## src/rtl/dm_arb_pkg.sv

```systemverilog
// Shared types and defaults for the data-RAM port arbiter.
// Read ownership is recorded per cycle so that returning data reaches the right requester.
package dm_arb_pkg;

  localparam int         DATA_W_DEF   = 32;
  localparam int         BE_W         = DATA_W_DEF / 8;
  localparam int         MAX_WAIT_DEF = 4;
  localparam logic [3:0] WAIT_SAT     = 4'd15;

  typedef enum logic [1:0] {
    OWN_NONE = 2'd0,
    OWN_CPU  = 2'd1,
    OWN_DBG  = 2'd2
  } owner_e;

endpackage

```

## src/rtl/dm_req_mux.sv

```systemverilog
// Selects the address, write data and byte write enables of the granted requester.
// With no grant, every output is zero so the RAM pins stay quiet.
module dm_req_mux #(
  parameter int ADDR_W = 12,
  parameter int DATA_W = 32
) (
  input  logic                  sel_cpu,
  input  logic                  sel_dbg,
  input  logic                  cpu_we,
  input  logic [DATA_W/8-1:0]   cpu_be,
  input  logic [ADDR_W-1:0]     cpu_addr,
  input  logic [DATA_W-1:0]     cpu_wdata,
  input  logic                  dbg_we,
  input  logic [DATA_W/8-1:0]   dbg_be,
  input  logic [ADDR_W-1:0]     dbg_addr,
  input  logic [DATA_W-1:0]     dbg_wdata,
  output logic [ADDR_W-1:0]     addr,
  output logic [DATA_W-1:0]     wdata,
  output logic [DATA_W/8-1:0]   wea
);

  localparam int NB = DATA_W / 8;

  // Granted-side field selection.
  always_comb begin
    addr  = {ADDR_W{1'b0}};
    wdata = {DATA_W{1'b0}};
    wea   = {NB{1'b0}};
    case ({sel_cpu, sel_dbg})
      2'b10: begin
        addr  = cpu_addr;
        wdata = cpu_wdata;
        wea   = cpu_be & {NB{cpu_we}};
      end
      2'b01: begin
        addr  = dbg_addr;
        wdata = dbg_wdata;
        wea   = dbg_be & {NB{dbg_we}};
      end
      default: begin
        addr  = {ADDR_W{1'b0}};
        wdata = {DATA_W{1'b0}};
        wea   = {NB{1'b0}};
      end
    endcase
  end

endmodule

```

## src/rtl/dm_port_arbiter.sv

```systemverilog
// Shares the single-port data RAM between the CPU Access stage (fixed priority) and a
// debug/loader port, with a starvation counter that eventually forces one DBG slot.
module dm_port_arbiter
  import dm_arb_pkg::*;
#(
  parameter int ADDR_W   = 12,
  parameter int DATA_W   = DATA_W_DEF,
  parameter int MAX_WAIT = MAX_WAIT_DEF
) (
  input  logic                  clk,
  input  logic                  rstn,
  input  logic                  cpu_req,
  input  logic                  cpu_we,
  input  logic [DATA_W/8-1:0]   cpu_be,
  input  logic [ADDR_W-1:0]     cpu_addr,
  input  logic [DATA_W-1:0]     cpu_wdata,
  output logic                  cpu_stall,
  output logic                  cpu_rvalid,
  output logic [DATA_W-1:0]     cpu_rdata,
  input  logic                  dbg_req,
  input  logic                  dbg_we,
  input  logic [DATA_W/8-1:0]   dbg_be,
  input  logic [ADDR_W-1:0]     dbg_addr,
  input  logic [DATA_W-1:0]     dbg_wdata,
  output logic                  dbg_gnt,
  output logic                  dbg_rvalid,
  output logic [DATA_W-1:0]     dbg_rdata,
  output logic                  ram_ena,
  output logic [DATA_W/8-1:0]   ram_wea,
  output logic [ADDR_W-1:0]     ram_addra,
  output logic [DATA_W-1:0]     ram_dina,
  input  logic [DATA_W-1:0]     ram_douta
);

  localparam logic [3:0] MAX_WAIT_L = 4'(MAX_WAIT);

  logic [3:0] wait_cnt_r;
  logic [3:0] wait_cnt_nxt_s;
  owner_e     rd_owner_r;
  owner_e     rd_owner_nxt_s;
  logic       force_dbg_s;
  logic       grant_dbg_s;
  logic       grant_cpu_s;

  // Grants are qualified by rstn so the RAM and handshakes stay idle while in reset.
  assign force_dbg_s = (wait_cnt_r >= MAX_WAIT_L);
  assign grant_dbg_s = rstn & dbg_req & (force_dbg_s | ~cpu_req);
  assign grant_cpu_s = rstn & cpu_req & ~grant_dbg_s;

  assign cpu_stall = rstn & cpu_req & ~grant_cpu_s;
  assign dbg_gnt   = grant_dbg_s;
  assign ram_ena   = grant_cpu_s | grant_dbg_s;

  dm_req_mux #(
    .ADDR_W (ADDR_W),
    .DATA_W (DATA_W)
  ) u_req_mux (
    .sel_cpu   (grant_cpu_s),
    .sel_dbg   (grant_dbg_s),
    .cpu_we    (cpu_we),
    .cpu_be    (cpu_be),
    .cpu_addr  (cpu_addr),
    .cpu_wdata (cpu_wdata),
    .dbg_we    (dbg_we),
    .dbg_be    (dbg_be),
    .dbg_addr  (dbg_addr),
    .dbg_wdata (dbg_wdata),
    .addr      (ram_addra),
    .wdata     (ram_dina),
    .wea       (ram_wea)
  );

  // Starvation counter: counts consecutive denied DBG cycles, saturating.
  always_comb begin
    wait_cnt_nxt_s = wait_cnt_r;
    if (!dbg_req || grant_dbg_s) begin
      wait_cnt_nxt_s = 4'd0;
    end else if (wait_cnt_r == WAIT_SAT) begin
      wait_cnt_nxt_s = WAIT_SAT;
    end else begin
      wait_cnt_nxt_s = wait_cnt_r + 4'd1;
    end
  end

  // Owner of the read whose data the RAM presents next cycle.
  always_comb begin
    rd_owner_nxt_s = OWN_NONE;
    if (grant_cpu_s && !cpu_we) begin
      rd_owner_nxt_s = OWN_CPU;
    end else if (grant_dbg_s && !dbg_we) begin
      rd_owner_nxt_s = OWN_DBG;
    end else begin
      rd_owner_nxt_s = OWN_NONE;
    end
  end

  // State registers; reset drops any pending read return.
  always_ff @(posedge clk or negedge rstn) begin
    if (!rstn) begin
      wait_cnt_r <= 4'd0;
      rd_owner_r <= OWN_NONE;
    end else begin
      wait_cnt_r <= wait_cnt_nxt_s;
      rd_owner_r <= rd_owner_nxt_s;
    end
  end

  assign cpu_rvalid = (rd_owner_r == OWN_CPU);
  assign dbg_rvalid = (rd_owner_r == OWN_DBG);
  assign cpu_rdata  = cpu_rvalid ? ram_douta : {DATA_W{1'b0}};
  assign dbg_rdata  = dbg_rvalid ? ram_douta : {DATA_W{1'b0}};

endmodule

```

## config.mk

```make
export PLATFORM = sky130hd
export DESIGN_NAME = dm_port_arbiter
export DESIGN_NICKNAME = d
export VERILOG_FILES = /design/src/rtl/dm_arb_pkg.sv /design/src/rtl/dm_req_mux.sv /design/src/rtl/dm_port_arbiter.sv
export SDC_FILE = /design/constraint.sdc
export NUM_CORES = 1
export LEC_CHECK = 0
export BUFFER_PORTS_ARGS = -buffer_cell sky130_fd_sc_hd__clkbuf_2
export CAP_MARGIN = 10
export CELL_PAD_IN_SITES_DETAIL_PLACEMENT = 1
export CELL_PAD_IN_SITES_GLOBAL_PLACEMENT = 2
export CORE_AREA = 3 3 116 118
export DETAILED_ROUTE_END_ITERATION = 12
export DIE_AREA = 0 0 119 121
export PLACE_DENSITY_LB_ADDON = 0.1
export SYNTH_ARGS = -nofsm -noshare
export SYNTH_HDL_FRONTEND = slang
export SYNTH_SLANG_ARGS = --single-unit
```

## constraint.sdc

```tcl
create_clock -name clk -period 2.93 [get_ports clk]
set_input_delay 0.1465 -clock clk [delete_from_list [all_inputs] [get_ports clk]]
set_output_delay 0.1465 -clock clk [all_outputs]
set_load 0.05 [all_outputs]
```

* After elaboration in Yosys (flattened, before gate mapping)
Index checks and enable logic that the tools add are counted.
W data, S select, Z words.
** Word-level totals
- Register bits after elaboration :: 6
- Input bits :: 134
- Output and inout bits :: 117
- Word-level logic and storage cells :: 36
** Cells by class
- $add $sub $neg :: 1
- $lt $le $gt $ge :: 1
- Equality and inequality tests :: 5
- Mux-type cells :: 9
- Bitwise logic cells :: 12
- Reductions and logical operators :: 6
** Operator list (number)
- $mux W32 :: 2
- $pmux W32 S2 :: 1
- $pmux W12 S2 :: 1
- $and A4 B4 Y4 :: 2
- $mux W4 :: 2
- $pmux W4 S2 :: 1
- $and A1 B1 Y1 :: 5
- $add A4 B1 Y4 const B :: 1
- $eq A2 B1 Y1 const B :: 2
- $eq A2 B2 Y1 const B :: 2
- $eq A4 B4 Y1 const B :: 1
- $ge A4 B3 Y1 const B :: 1
- $mux W2 :: 2
- $logic_not A1 Y1 :: 3
- $not A1 Y1 :: 3
- $logic_and A1 B1 Y1 :: 2
- $or A1 B1 Y1 :: 2
- $logic_or A1 B1 Y1 :: 1

* Logic depth before layout (Yosys ltp)
Gate-level depths: netlist (run 1).
- Depth in word-level cells :: 7
- Depth in mapped cells :: 5
- Mapped depth without buffers :: 4

* Hierarchy
From an unflattened synthesis (run 1), not the netlist that was laid out.
** Second synthesis, totals
- Cells, all modules :: 217
- Area total of the unflattened synthesis :: 1423.9 um2
** Modules (own cells, without submodules)
- dm_port_arbiter :: instances 1, cells an instance 103, area an instance 744.5 um2
- dm_req_mux :: instances 1, cells an instance 114, area an instance 679.4 um2

* Worst setup path after synthesis (run 1)
No wires, ideal clock.
- Path kind :: flip-flop to output port
- From :: reg rd_owner_r[1]
- To :: out cpu_rdata[22]
- Data arrival time :: 1692 ps
- Required time :: 2784 ps
- Path slack :: 1092 ps
- Cell stages (with the launch flop) :: 4
- Path buffers :: 1
- Path through :: dfrtp_1 -> nor2b_1 -> clkbuf_1 -> and2_1
** Between the ends
- Word-level cells in the longest chain between the ends :: 2
** RTL lines
- start, declared :: RTL line dm_port_arbiter.sv:39 : owner_e rd_owner_r;
- start signal, assigned :: RTL line dm_port_arbiter.sv:104 : rd_owner_r <= rd_owner_nxt_s;
- $eq A2 B1 Y1 :: RTL line dm_port_arbiter.sv:108 : assign cpu_rvalid = (rd_owner_r == OWN_CPU);
- named net cpu_rvalid :: RTL line dm_port_arbiter.sv:18 : output logic cpu_rvalid,
- $mux W32 :: RTL line dm_port_arbiter.sv:110 : assign cpu_rdata = cpu_rvalid ? ram_douta : {DATA_W{1'b0}};
- end, declared :: RTL line dm_port_arbiter.sv:19 : output logic [DATA_W-1:0] cpu_rdata,
The timed path passes the listed nets, and every way through them passes these cells.

* Final worst setup path (run 1)
- From :: in rstn
- To :: out ram_dina[28]
** Between the ends
- Word-level cells in the longest chain between the ends :: 6
** RTL lines
- start, declared :: RTL line dm_port_arbiter.sv:11 : input logic rstn,
- $and A1 B1 Y1 (2 in a row) :: RTL line dm_port_arbiter.sv:47 : assign grant_dbg_s = rstn & dbg_req & (force_dbg_s | ~cpu_req);
- $not A1 Y1 :: RTL line dm_port_arbiter.sv:48 : assign grant_cpu_s = rstn & cpu_req & ~grant_dbg_s;
- $and A1 B1 Y1 :: RTL line dm_port_arbiter.sv:48
- $eq A2 B1 Y1 or $eq A2 B2 Y1 (tied branches) :: RTL line dm_req_mux.sv:29 : case ({sel_cpu, sel_dbg})
- $pmux W32 S2 * :: RTL line dm_req_mux.sv:29
- end, declared :: RTL line dm_port_arbiter.sv:31 : output logic [DATA_W-1:0] ram_dina,
Every way passes the cells marked *; elsewhere a longest branch is shown, timed or not.

==> impl_metrics.json, run 1 <==
{
  "yosysWarnings": 0,
  "ys_ff_latch": 6,
  "ir_worst_vdd_mv": 0.1332,
  "synth_cells": 161,
  "grt_pass1_vias": 2439,
  "finalSetupViolCount": 0,
  "yosysSeqAreaShare": 0.1210,
  "initial_core_util": 0.09876,
  "syn_area_per_cell_um2": 7.709,
  "netlist_area_um2": 1241,
  "cts_root_buf": "clkbuf_16",
  "fillers": 1613,
  "cts_buffer_depth": 2,
  "port_buffers": 250,
  "slew_headroom": 0.6558,
  "clk_latency_ps": 230,
  "comb_power_share": 0.619,
  "drive_gt1_frac": 0.6427,
  "pwr-share-seq": 0.111,
  "p_clk_frac": 0.270,
  "gr-total-overflow": 0,
  "switching_share": 0.4873,
  "fin_area_um2": 2750,
  "drt_wl_total_um": 8913,
  "syn_nets": 296,
  "synth_cell_types": 22,
  "clkSlewWorstSetupHoldPaths_ps": 30,
  "cts.sinks": 6,
  "drv_slew": 0,
  "core_area_um2": 12570,
  "max_freq_ghz": 0.4289,
  "ios": 251,
  "rsz0062_at_grt": "false",
  "via_per_inst": 3.852,
  "grt_start_max_net_pins": 50,
  "diodes": 0,
  "antenna_found_initial": 0,
  "gp_congestion": 0.7852,
  "place_hpwl_um": 7917,
  "hold_class": "input port to flip-flop",
  "wl_per_cell_um": 15.50,
  "fp.dieArea_um2": 14400,
  "final-hold-violation-count": 0,
  "path_class": "input port to output port",
  "cap_violations": 0,
  "cts_made_buffers": 3,
  "place_area_um2": 2665,
  "num_rows": 41,
  "dr.pass1.iters": 4,
  "worst-slew-pin-transition_ps": 516.3,
  "finalSetupTns_ps": 0,
  "power_density_nw_per_um2": 297.5,
  "fin_skew_ps": 2.281,
  "vias": 2215,
  "area_growth_syn_to_layout_pct": 121.6,
  "p_switching_uw": 398.7,
  "arrival_ps": 2190,
  "die-height_um": 121,
  "cts_tree": "built",
  "ctsHtreeMaxLevel": 1,
  "p_int_uw": 419.5,
  "status": "finished, final reports clean",
  "p_leak_nw": 1.660,
  "end_kind": "output port",
  "die_x_um": 119,
  "track_usage": 0.1162,
  "post_cts_resize_count": 0,
  "grt_pass1_wl_um": 13370,
  "drtAntennaViolNets": 0,
  "finalCriticalPeriod_ps": 2332,
  "start_kind": "input port",
  "drc": 0,
  "worst-path-max-fanout": 40,
  "worstPathRequired_ps": 2780,
  "drtIter0Drc": 35,
  "nets": 540,
  "finalCritPeriodShare": 0.7958
}
cells by family (layout without fill, tap and decap cells):
family | Yosys count | after routing | share of synthesized area
buffers and inverters | 18 | 260 | 0.07460
adder cells (fa/ha/maj) | 1 | 1 | 0.01008
AO/OA/AOI/OAI | 55 | 55 | 0.3921
flip-flops | 6 | 6 | 0.1210
AND/OR/NAND/NOR | 81 | 81 | 0.4022
stage by stage:
step / power, mW / cells / hold slack (ps) / setup slack (ps) / utilization
2_1_floorplan: 0.4232 / 161 / -149.1 / 1092 / -
3_3_place_gp: 0.6107 / 571 / 16.69 / 1032 / 0.2120
3_5_place_dp: 0.6074 / 571 / 7.803 / 1009 / 0.2120
4_1_cts: 0.8363 / 575 / 129.4 / 528.3 / 0.2188
5_1_grt: 0.8644 / 575 / 152.6 / 407.4 / 0.2188
6_report: 0.8183 / 575 / 123.3 / 598.2 / 0.2188
sequential cells by signal, summed over array words and instances, names as in the netlist:
signal	cells
rd_owner_r	2
wait_cnt_r	4
power by group through the flow:
stage	sequential [mW]	combinational, mW	clock, mW
floorplan	0.0911	0.332	0
global placement	0.0920	0.519	0
detailed placement	0.0919	0.515	0
CTS	0.0909	0.517	0.228
global route	0.0918	0.541	0.232
finish	0.0909	0.507	0.221
layout by cell type, fill, tap and decap left out, types with 2 or more instances in the layout:
cell / instances
clkbuf_2: 250
and2_1: 69
a22o_1: 44
dfrtp_1: 6
a32o_1: 4
nor2b_1: 4
nor3_1: 3
clkbuf_16: 3
buf_4: 3
inv_1: 2
nand3_1: 2
layer usage:
| metal | GRT usage | share of wire |
|---|---|---|
| met5 | 0 | 0 |
| met1 | 0.1053 | 0.30 |
| met4 | 0.02390 | 0.0073 |
| met2 | 0.2310 | 0.54 |
| met3 | 0.05688 | 0.15 |
synthesized netlist by cell type:
library cell   n  area, um2
and2_1        69      431.7
a22o_1        44      385.4
buf_2          8      40.04
clkbuf_1       6      22.52
dfrtp_1        6      150.1
a32o_1         4      40.04
nor2b_1        4      25.02
nor3_1         3      15.01
buf_6          2      22.52
inv_1          2      7.510
nand3_1        2      10.01
a2111oi_0      1      8.760
a211oi_1       1      7.510
a21oi_4        1      16.27
a31oi_1        1      6.260
ha_1           1      12.51
nand2_1        1      3.750
nand3b_1       1      7.510
nor2_2         1      6.260
o211a_1        1      10.01
o21a_1         1      7.510
o21ai_0        1      5.000
final timing paths:
| path | startpoint | to | slack (ps) | cells after the start |
|---|---|---|---|---|
| worst min register to register | wait_cnt_r[0]$_DFF_PN0_ | wait_cnt_r[0]$_DFF_PN0_ | 490 | 1 |
| max in group asynchronous | rstn | rd_owner_r[1]$_DFF_PN0_ | 2440 | 2 |
| worst max-delay path | rstn | ram_dina[28] | 600 | 7 |
| worst max register to register | wait_cnt_r[2]$_DFF_PN0_ | rd_owner_r[0]$_DFF_PN0_ | 1410 | 4 |
| worst min-delay path | dbg_we | rd_owner_r[1]$_DFF_PN0_ | 120 | 2 |
| min in group asynchronous | rstn | wait_cnt_r[3]$_DFF_PN0_ | 310 | 2 |
worst max-delay path, cell delays in order:
cell and delay (ps):
dlygate4sd3_1 520, clkbuf_2 220, nand2_1 120, a21oi_4 400, buf_12 270, a22o_1 170
clkbuf_2 300
final cells by class:
type	count	area, um2	area share
clock buffer	3	75.07	0.02730
inverter	2	7.507	0.002730
multi-input combinational	137	998.5	0.3631
sequential	6	150.1	0.05460
tap	172	215.2	0.07825
timing repair buffer	255	1304	0.4741
timing repair:
action / 4_1_cts / 5_1_grt
hold buffers: 1 / 0
endpoints found under the hold margin: 6 / 0
endpoints found under the setup margin: 0 / 0
buffers inserted: 0 / 0
Note: power is estimated with default switching activity, not from simulation.
==> run 2: changes to the inputs <==
- clock period: 2.93 -> 2.1 ns (I/O delays scaled with it)
==> impl_metrics.json, run 2 (synthesis gave the netlist of run 1 again) <==
{
  "reg_top3": "wait_cnt_r (4), rd_owner_r (2)",
  "grt_pass1_vias": 2428,
  "reg2reg_from": "wait_cnt_r[2]$_DFF_PN0_",
  "drt_wl_total_um": 9046,
  "cts_made_buffers": 3,
  "die-height_um": 121,
  "rsz0062_at_grt": "false",
  "finalCritPeriodShare": 0.9165,
  "fp.dieArea_um2": 14400,
  "gp_congestion": 0.7438,
  "nets": 541,
  "finalSetupViolCount": 0,
  "ios": 251,
  "finalSetupTns_ps": 0,
  "ctsHtreeMaxLevel": 1,
  "core_area_um2": 12570,
  "regMostFlops": "wait_cnt_r",
  "fillers": 1544,
  "ir_worst_vdd_mv": 0.1837,
  "arrival_ps": 1820,
  "worstPathRequired_ps": 2000,
  "hold_class": "input port to flip-flop",
  "p_leak_nw": 1.812,
  "vias": 2205,
  "gr-total-overflow": 0,
  "clk_latency_ps": 230,
  "dr.pass1.iters": 4,
  "wl_per_cell_um": 15.70,
  "path_class": "input port to output port",
  "drtAntennaViolNets": 0,
  "worst-path-max-fanout": 41,
  "largest_register_ffs": 4,
  "place_hpwl_um": 8076,
  "final_cells": 576,
  "grt_start_max_net_pins": 50,
  "final-hold-violation-count": 0,
  "port_buffers": 250,
  "post_cts_resize_count": 0,
  "max_freq_ghz": 0.5196,
  "drive_gt1_frac": 0.6436,
  "startpoint": "rstn",
  "rr_worst_depth": 4,
  "worst-slew-pin-transition_ps": 379.5,
  "finalCriticalPeriod_ps": 1925,
  "grt_pass1_wl_um": 13260,
  "initial_core_util": 0.09876,
  "drc": 0,
  "endpoint": "ram_addra[2]",
  "whs_ps": 77.34,
  "die_x_um": 119,
  "fin_skew_ps": 3.110,
  "cap_violations": 0,
  "p_total_mw": 1.308,
  "cts.sinks": 6,
  "power_density_nw_per_um2": 397.0,
  "cts_tree": "built",
  "final_cell_mix": "215 x clkbuf_2, 69 x and2_1, 44 x a22o_1",
  "drtIter0Drc": 16,
  "status": "finished, final reports clean",
  "r2r_slack_ps": 760,
  "cts_root_buf": "clkbuf_16",
  "cts_buffer_depth": 2,
  "drv_slew": 0,
  "final_common_cell": "clkbuf_2",
  "area_growth_syn_to_layout_pct": 165.5,
  "slew_headroom": 0.7404,
  "via_per_inst": 3.828,
  "antenna_found_initial": 0,
  "start_kind": "input port",
  "clkSlewWorstSetupHoldPaths_ps": 30,
  "reg2reg_to": "wait_cnt_r[3]$_DFF_PN0_",
  "end_kind": "output port",
  "num_rows": 41,
  "post-place-cells": 572,
  "diodes": 0,
  "track_usage": 0.1170
}
run 2: final cells by class:
cell class,instances,area [um2],share of cell area
clock buffers,3,75.07,0.02278
inverters,2,7.507,0.002278
multi-input cells,137,998.5,0.3030
flip-flops and latches,6,150.1,0.04556
well taps,172,215.2,0.06530
repair buffers,256,1849,0.5611
run 2: what timing repair did:
action / CTS / global route
hold endpoints to repair: 6 / 0
hold buffers: 1 / 0
setup buffers: 0 / 0
run 2: worst max-delay path, stage by stage:
cell	delay, ps
dlygate4sd3_1	520
clkbuf_2	220
nand2_1	120
a21oi_4	160
buf_12	220
a22o_1	170
clkbuf_2	270
run 2: metrics by stage:
stage / cell area [um2] / util / setup WS (ps)
floorplan: 1241 / - / 303.4
global placement: 3211 / 0.2555 / 484.0
detailed placement: 3211 / 0.2555 / 482.6
CTS: 3296 / 0.2622 / 144.8
global route: 3296 / 0.2622 / 36.87
finish: 3296 / 0.2622 / 175.3
run 2: layer usage:
metal	share of wire	global-route usage	routed length [um]
met1	0.31	0.1063	2798
met2	0.52	0.2243	4746
met3	0.16	0.06294	1405
met4	0.011	0.03114	95
met5	0	0	0
run 2: worst min-delay path by stage:
stage | startpoint | end | slack [ps] | cells past startpoint
after floorplan | rstn | rd_owner_r[0]$_DFF_PN0_ | -190 | 0
after global placement | rstn | wait_cnt_r[3]$_DFF_PN0_ | -40 | 1
after detailed placement | rstn | wait_cnt_r[3]$_DFF_PN0_ | -40 | 1
after CTS | dbg_we | rd_owner_r[1]$_DFF_PN0_ | 80 | 2
after global routing | dbg_we | rd_owner_r[1]$_DFF_PN0_ | 90 | 2
final | dbg_we | rd_owner_r[1]$_DFF_PN0_ | 80 | 2
run 2: power by group:
| group | total (mW) | leakage [nW] | switching (mW) | internal, mW |
|---|---|---|---|---|
| Clock | 0.313 | 0.0370 | 0.0686 | 0.245 |
| Combinational | 0.868 | 1.69 | 0.514 | 0.355 |
| Sequential | 0.127 | 0.0809 | 0.00438 | 0.122 |
